**src/rtl/spi_control_pkg.sv**
```systemverilog
// Shared types and constants for the spi_control byte serializer.
package spi_control_pkg;
  typedef enum logic [1:0] {IDLE, PRESENT, WAIT_ACK} state_e;

  localparam int BYTES_PER_WORD = 4;
  localparam int WORD_W         = 32;
  localparam int FIELD_W        = 5;
  localparam int IDX_W          = $clog2(BYTES_PER_WORD);

  // Byte idx counted from the MSB end: idx 0 -> bits 31:24.
  function automatic logic [7:0] byte_sel(input logic [WORD_W-1:0] w,
                                          input logic [IDX_W-1:0]  idx);
    logic [WORD_W-1:0] s;
    s = w << (8 * idx);
    return s[WORD_W-1 -: 8];
  endfunction
endpackage

```
**src/rtl/spi_control_fifo.sv**
```systemverilog
// First-word-fall-through word FIFO with full/empty flags.
// A push while full is accepted when a pop happens in the same cycle.
module spi_control_fifo #(
  parameter int DEPTH = 4,
  parameter int W     = 32
) (
  input  logic         i_clock,
  input  logic         i_reset,
  input  logic         i_push,
  input  logic [W-1:0] i_data,
  input  logic         i_pop,
  output logic [W-1:0] o_data,
  output logic         o_full,
  output logic         o_empty
);
  localparam int AW = $clog2(DEPTH);

  logic [W-1:0]  r_mem [DEPTH];
  logic [AW-1:0] r_wp, r_rp;
  logic [AW:0]   r_cnt;
  logic          w_push, w_pop;

  assign o_full  = (r_cnt == (AW+1)'(DEPTH));
  assign o_empty = (r_cnt == '0);
  assign w_pop   = i_pop && !o_empty;
  assign w_push  = i_push && (!o_full || w_pop);
  assign o_data  = r_mem[r_rp];

  always_ff @(posedge i_clock)
    if (w_push) r_mem[r_wp] <= i_data;

  always_ff @(posedge i_clock or negedge i_reset) begin
    if (!i_reset) begin
      r_wp  <= '0;
      r_rp  <= '0;
      r_cnt <= '0;
    end else begin
      if (w_push) r_wp <= r_wp + 1'b1;
      if (w_pop)  r_rp <= r_rp + 1'b1;
      r_cnt <= r_cnt + (AW+1)'(w_push) - (AW+1)'(w_pop);
    end
  end
endmodule

```
**src/rtl/spi_control.sv**
```systemverilog
// Serializes 32-bit words MSB-first into bytes paced by nextField changes.
// Define SPI_CONTROL_FIFO_EN to put a FIFO_DEPTH-word FIFO in front.
import spi_control_pkg::*;

module spi_control #(
  parameter int FIFO_DEPTH = 4
) (
  input  logic               i_clock,
  input  logic               i_reset,
  input  logic [WORD_W-1:0]  i_data,
  input  logic               i_dataReady,
  input  logic [FIELD_W-1:0] i_nextField,
  output logic               o_send,
  output logic [7:0]         o_byte
);
  localparam logic [IDX_W-1:0] LAST_IDX = IDX_W'(BYTES_PER_WORD - 1);

  if (FIFO_DEPTH < 2 || (FIFO_DEPTH & (FIFO_DEPTH - 1)) != 0) begin : g_bad_depth
    $error("FIFO_DEPTH must be a power of two >= 2");
  end

  state_e             r_state, w_next;
  logic [WORD_W-1:0]  r_word, w_word;
  logic [IDX_W-1:0]   r_idx;
  logic [FIELD_W-1:0] r_snap;
  logic               r_send;
  logic [7:0]         r_byte;
  logic               w_avail_idle, w_avail_wait, w_load, w_adv;

`ifdef SPI_CONTROL_FIFO_EN
  logic w_empty, w_full;

  spi_control_fifo #(.DEPTH(FIFO_DEPTH), .W(WORD_W)) u_fifo (
    .i_clock (i_clock),
    .i_reset (i_reset),
    .i_push  (i_dataReady),
    .i_data  (i_data),
    .i_pop   (w_load),
    .o_data  (w_word),
    .o_full  (w_full),
    .o_empty (w_empty)
  );

  assign w_avail_idle = !w_empty;
  assign w_avail_wait = !w_empty;
`else
  // Without a FIFO only IDLE listens to dataReady; the in-flight word is safe.
  assign w_word       = i_data;
  assign w_avail_idle = i_dataReady;
  assign w_avail_wait = 1'b0;
`endif

  always_comb begin
    w_next = r_state;
    w_load = 1'b0;
    w_adv  = 1'b0;
    case (r_state)
      IDLE: if (w_avail_idle) begin
        w_load = 1'b1;
        w_next = PRESENT;
      end
      PRESENT: w_next = WAIT_ACK;
      WAIT_ACK: if (i_nextField != r_snap) begin
        if (r_idx != LAST_IDX) begin
          w_adv  = 1'b1;
          w_next = PRESENT;
        end else if (w_avail_wait) begin
          w_load = 1'b1;
          w_next = PRESENT;
        end else begin
          w_next = IDLE;
        end
      end
      default: w_next = IDLE;
    endcase
  end

  always_ff @(posedge i_clock or negedge i_reset) begin
    if (!i_reset) begin
      r_state <= IDLE;
      r_word  <= '0;
      r_idx   <= '0;
      r_snap  <= '0;
      r_send  <= 1'b0;
      r_byte  <= 8'h00;
    end else begin
      r_state <= w_next;
      if (w_load) begin
        r_word <= w_word;
        r_idx  <= '0;
      end else if (w_adv) begin
        r_idx <= r_idx + 1'b1;
      end
      // Freezing the snapshot only in WAIT_ACK absorbs changes seen while presenting.
      if (r_state != WAIT_ACK) r_snap <= i_nextField;
      r_send <= (r_state == PRESENT);
      if (r_state == PRESENT) r_byte <= byte_sel(r_word, r_idx);
    end
  end

  assign o_send = r_send;
  assign o_byte = r_byte;
endmodule

```
**config.mk**
```make
export PLATFORM = sky130hd
export DESIGN_NAME = spi_control
export DESIGN_NICKNAME = d
export VERILOG_FILES = /design/src/rtl/spi_control_pkg.sv /design/src/rtl/spi_control_fifo.sv /design/src/rtl/spi_control.sv
export SDC_FILE = /design/constraint.sdc
export NUM_CORES = 1
export LEC_CHECK = 0
export CAP_MARGIN = 10
export CELL_PAD_IN_SITES_DETAIL_PLACEMENT = 1
export CELL_PAD_IN_SITES_GLOBAL_PLACEMENT = 1
export CORE_MARGIN = 3
export CORE_UTILIZATION = 41
export DETAILED_ROUTE_END_ITERATION = 8
export HOLD_SLACK_MARGIN = 0.03
export PLACE_DENSITY = 0.9
export SYNTH_ARGS = -nofsm -noshare
export SYNTH_HDL_FRONTEND = slang
export SYNTH_SLANG_ARGS = --single-unit
```
**constraint.sdc**
```tcl
create_clock -name i_clock -period 4.1 [get_ports i_clock]
set_input_delay 0.615 -clock i_clock [delete_from_list [all_inputs] [get_ports i_clock]]
set_output_delay 0.615 -clock i_clock [all_outputs]
set_load 0.05 [all_outputs]
```
* Yosys cells after proc, flatten, opt, wreduce, memory -nomap -nowiden
Cells that the tools add are included.
Widths: inputs -> output; s select.
** Operators by class
- Add/subtract/negate cells :: 1
- Eq/ne operators :: 7
- Shift-type cells :: 1
- Multiplexer cells :: 11
- Reduce and logical (&&, ||, !) cells :: 3
** Operator list (number)
- $shl 32x5->32 :: 1
- $mux 2 :: 4
- $ne 2x2->1 const B :: 4
- $mux 1 :: 6
- $pmux 2 s3 :: 1
- $ne 5x5->1 :: 1
- $add 2x1->2 const B :: 1
- $eq 2x1->1 const B :: 1
- $eq 2x2->1 const B :: 1
- $logic_not 2->1 :: 1
- $reduce_and 2->1 :: 1
- $reduce_bool 2->1 :: 1
** Storage, ports and cells
- Flip-flop bits (word level) :: 50
- Input bits :: 40
- Output and inout bits :: 9
- Word-level logic and storage cells :: 29

* Longest topological paths before layout
- Depth in word-level cells :: 6
- Depth in mapped cells :: 5
- Mapped depth without buffers :: 5

* Worst setup path after synthesis
No wires, ideal clock.
- Path kind :: in2reg
- From :: input port i_dataReady
- To :: register r_idx[1]
- Setup time :: 118 ps
- Data arrival time :: 1559 ps
- Required time :: 3982 ps
- Path slack :: 2422 ps
- Cell stages on the path :: 5
- Path buffers :: 1
- Cells stage by stage :: or3b_1 -> buf_2 -> and3_1 -> a41o_1 -> a21o_1
** On the way
- Cells in the longest elaborated chain, start to end :: 3
- Elaborated cells on any way between the ends :: 4
- Classes of those cells :: mux: 3; reduce/logical: 1
** Ends and longest elaborated chain
- start: declaration :: RTL line spi_control.sv:11 : input logic i_dataReady,
- $mux 1 (*) :: RTL line spi_control.sv:58 : IDLE: if (w_avail_idle) begin
- $mux 1 (*)
- $mux 2 or $reduce_bool 2->1 (tied branches)
- end signal: assignment :: RTL line spi_control.sv:92 : r_idx <= r_idx + 1'b1;
- end: declaration :: RTL line spi_control.sv:24 : logic [IDX_W-1:0] r_idx;
Mark *: on every way between the ends. The rest lies on a longest branch, timed or not.
A chain may end at the register's enable or synchronous reset.

* Final worst setup path
Ends and elaborated chain as after synthesis.

==> results_dict.tcl <==
set metrics [dict create \
    port_buffers 48 \
    synth-xor-area-share 0.0201 \
    fin_skew_ps 5.62 \
    viasPerCell 4.96 \
    syn_area_um2 2170 \
    synth_common_cells "97 x nand2_1, 50 x dfrtp_1, 13 x mux2_2, 9 x clkbuf_1, 8 x mux4_2" \
    h-tree-depth 2 \
    tightest_slew_ps 1120 \
    antenna_found_initial 0 \
    die_y_um 78.8 \
    cts_setup_buffers 0 \
    slew_headroom 0.251 \
    drt_iter0_markers 57 \
    fp.coreArea_um2 4910 \
    peakVddDrop_mv 0.264 \
    overflow 0 \
    area_growth_pct 28.5 \
    final_core_util 0.569 \
    cts.sinks 50 \
    ant_nets 0 \
    grt_max_degree 51 \
    critPathKind "in -> reg" \
    syn_inst 204 \
    clock_latency_ps 300 \
    endpoint_kind "register" \
    setup_viol 0 \
    synth_mux_area_frac 0.155 \
    n_antenna_cell 0 \
    grt_usage 0.173 \
    cts_resized 0 \
    maxCapViolations 0 \
    cts_buffer_depth 2 \
    rsz0062_at_grt "no" \
    synth_compound_area_frac 0.0207 \
    gp_congestion 0.706 \
    synth_top_family_by_area "simple AND/OR/NAND/NOR gates" \
    report.final.hold_viol_count 0 \
    die-area_um2 6210 \
    grt_pass1_wl_um 8100 \
    wirelength_um 4890 \
    cts-root-buf "clkbuf_8" \
    ys_warn_count 0 \
    dominantRegCellSynth "dfrtp_1" \
    cts_inserted_buffers 5 \
    synth_adder_area_share 0.00575 \
    fillers 539 \
    cts_hold_buf 0 \
    wl_per_cell_um 15.4 \
    crit_fanout 34 \
    crit_required_ps 4300 \
    ioPinCount 49 \
    synth-simple-area-share 0.201 \
    async_reset_ff_frac 1.00 \
    fmax_ghz 0.418 \
    first_pass_iters 4 \
    synth_top_area_frac 0.575 \
    layout.nets 290 \
    min_path_type "reg -> reg" \
    yosys.area.top_type "dfrtp_1" \
    synth_edf_count 0 \
    grt_pass1_vias 1633 \
    synthMostInstantiatedCell "nand2_1" \
    dpl.hpwl_um 3520 \
    synth.distinct_cells 23 \
    layout_min_cycle_time_ps 2400 \
    synth_nets 245 \
    route.detailed.drc 0 \
    synth_seq_cells 50 \
    power_density_nw_per_um2 727 \
    clkTransAtPathRegs_ps 90 \
    start_util 0.443 \
    avgSynthCellArea_um2 10.7 \
    yosys-top-cells-area "dfrtp_1 58%, nand2_1 17%, mux4_2 8.3%" \
    fin_crit_sh 0.584 \
    ys_seq_area_frac 0.575 \
    cp.arrival_ps 2590 \
    die_x_um 78.8 \
    cellLeakagePower_nw 1.33 \
    drive_gt1_frac 0.124 \
    finalMaxSlewViolations 0 \
    status "complete, no violations" \
    rows 25 \
    startpoint_type "primary input" \
    fin_tns_setup_ps 0 \
    vias 1571 \
    cts_tree "yes" \
]
-- sequential cells by signal (all words and copies together) (netlist names) --
signal,cells
o_send,1
o_byte,8
r_word,32
r_idx,2
r_snap,5
r_state,2
-- cells by family after synthesis --
family	count (synthesis)
simple gates	108
flops	50
mux	22
buf+inv	12
compound gates	6
xor+xnor	5
fa+ha+maj	1
-- per-layer routing --
layer  routed length (um)  share of wire  track usage
met1                 2050           0.42        0.211
met2                 2540           0.52        0.295
met3                  181          0.037       0.0397
met4                  114          0.023       0.0756
met5                    0              0            0
-- power by group --
group,internal [mW],switching [mW],total (mW)
clock network,0.136,0.157,0.294
logic,0.398,0.452,0.849
registers,0.720,0.169,0.889
-- critical path: stages --
cell	delay, ps
clkdlybuf4s50_1	480
or3b_1	780
and3_1	370
a41o_1	200
a21o_1	150
-- path summary, 6_finish.rpt --
path	startpoint	end	slack [ps]	depth (start not counted)
setup / recovery	i_dataReady	r_idx[1]	1700	5
hold / removal	r_word[7]	r_word[7]	470	2
setup reg to reg	r_state[1]	r_idx[1]	2010	4
hold reg to reg	r_word[7]	r_word[7]	470	2
max in group asynchronous	i_reset	r_word[4]	2920	1
min in group asynchronous	i_reset	r_word[17]	510	1
-- cells in the final DEF (no fill, tap or decap), drive strengths merged --
cell type,synthesis,routed
nand2,97,97
and3,1,1
xor2,5,5
mux4,8,8
nor2b,1,1
dfrtp,50,50
or2,1,1
or2b,1,1
mux2i,1,1
o21bai,1,1
ha,1,1
inv,1,1
clkbuf,9,7
nor2,2,2
a21o,1,1
or3b,2,2
nor3b,1,1
a41o,1,1
clkinv,0,1
a21oi,2,2
mux2,13,13
o311a,1,1
clkdlybuf4s50,0,47
nor3,2,2
buf,2,2
-- layout make-up --
class	count	area, um^2	area share
inverter	1	3.75	0.00134
multi-input combinational	142	882	0.316
clock inverter	1	5.00	0.00179
tap	67	83.8	0.0300
timing repair buffer	49	483	0.173
sequential	50	1250	0.448
clock buffer	7	86.3	0.0309
-- per-stage QoR --
step	worst slack [ps]	power, mW	cell area [um^2]	cells	hold WS [ps]
finish	1700	2.03	2800	317	475
global route	1590	2.18	2800	317	505
CTS	1680	2.06	2800	317	480
detailed placement	1370	1.76	2700	309	459
global placement	1370	1.70	2700	309	453
floorplan	2420	1.48	2170	204	319
(Power assumes the default switching activity.)
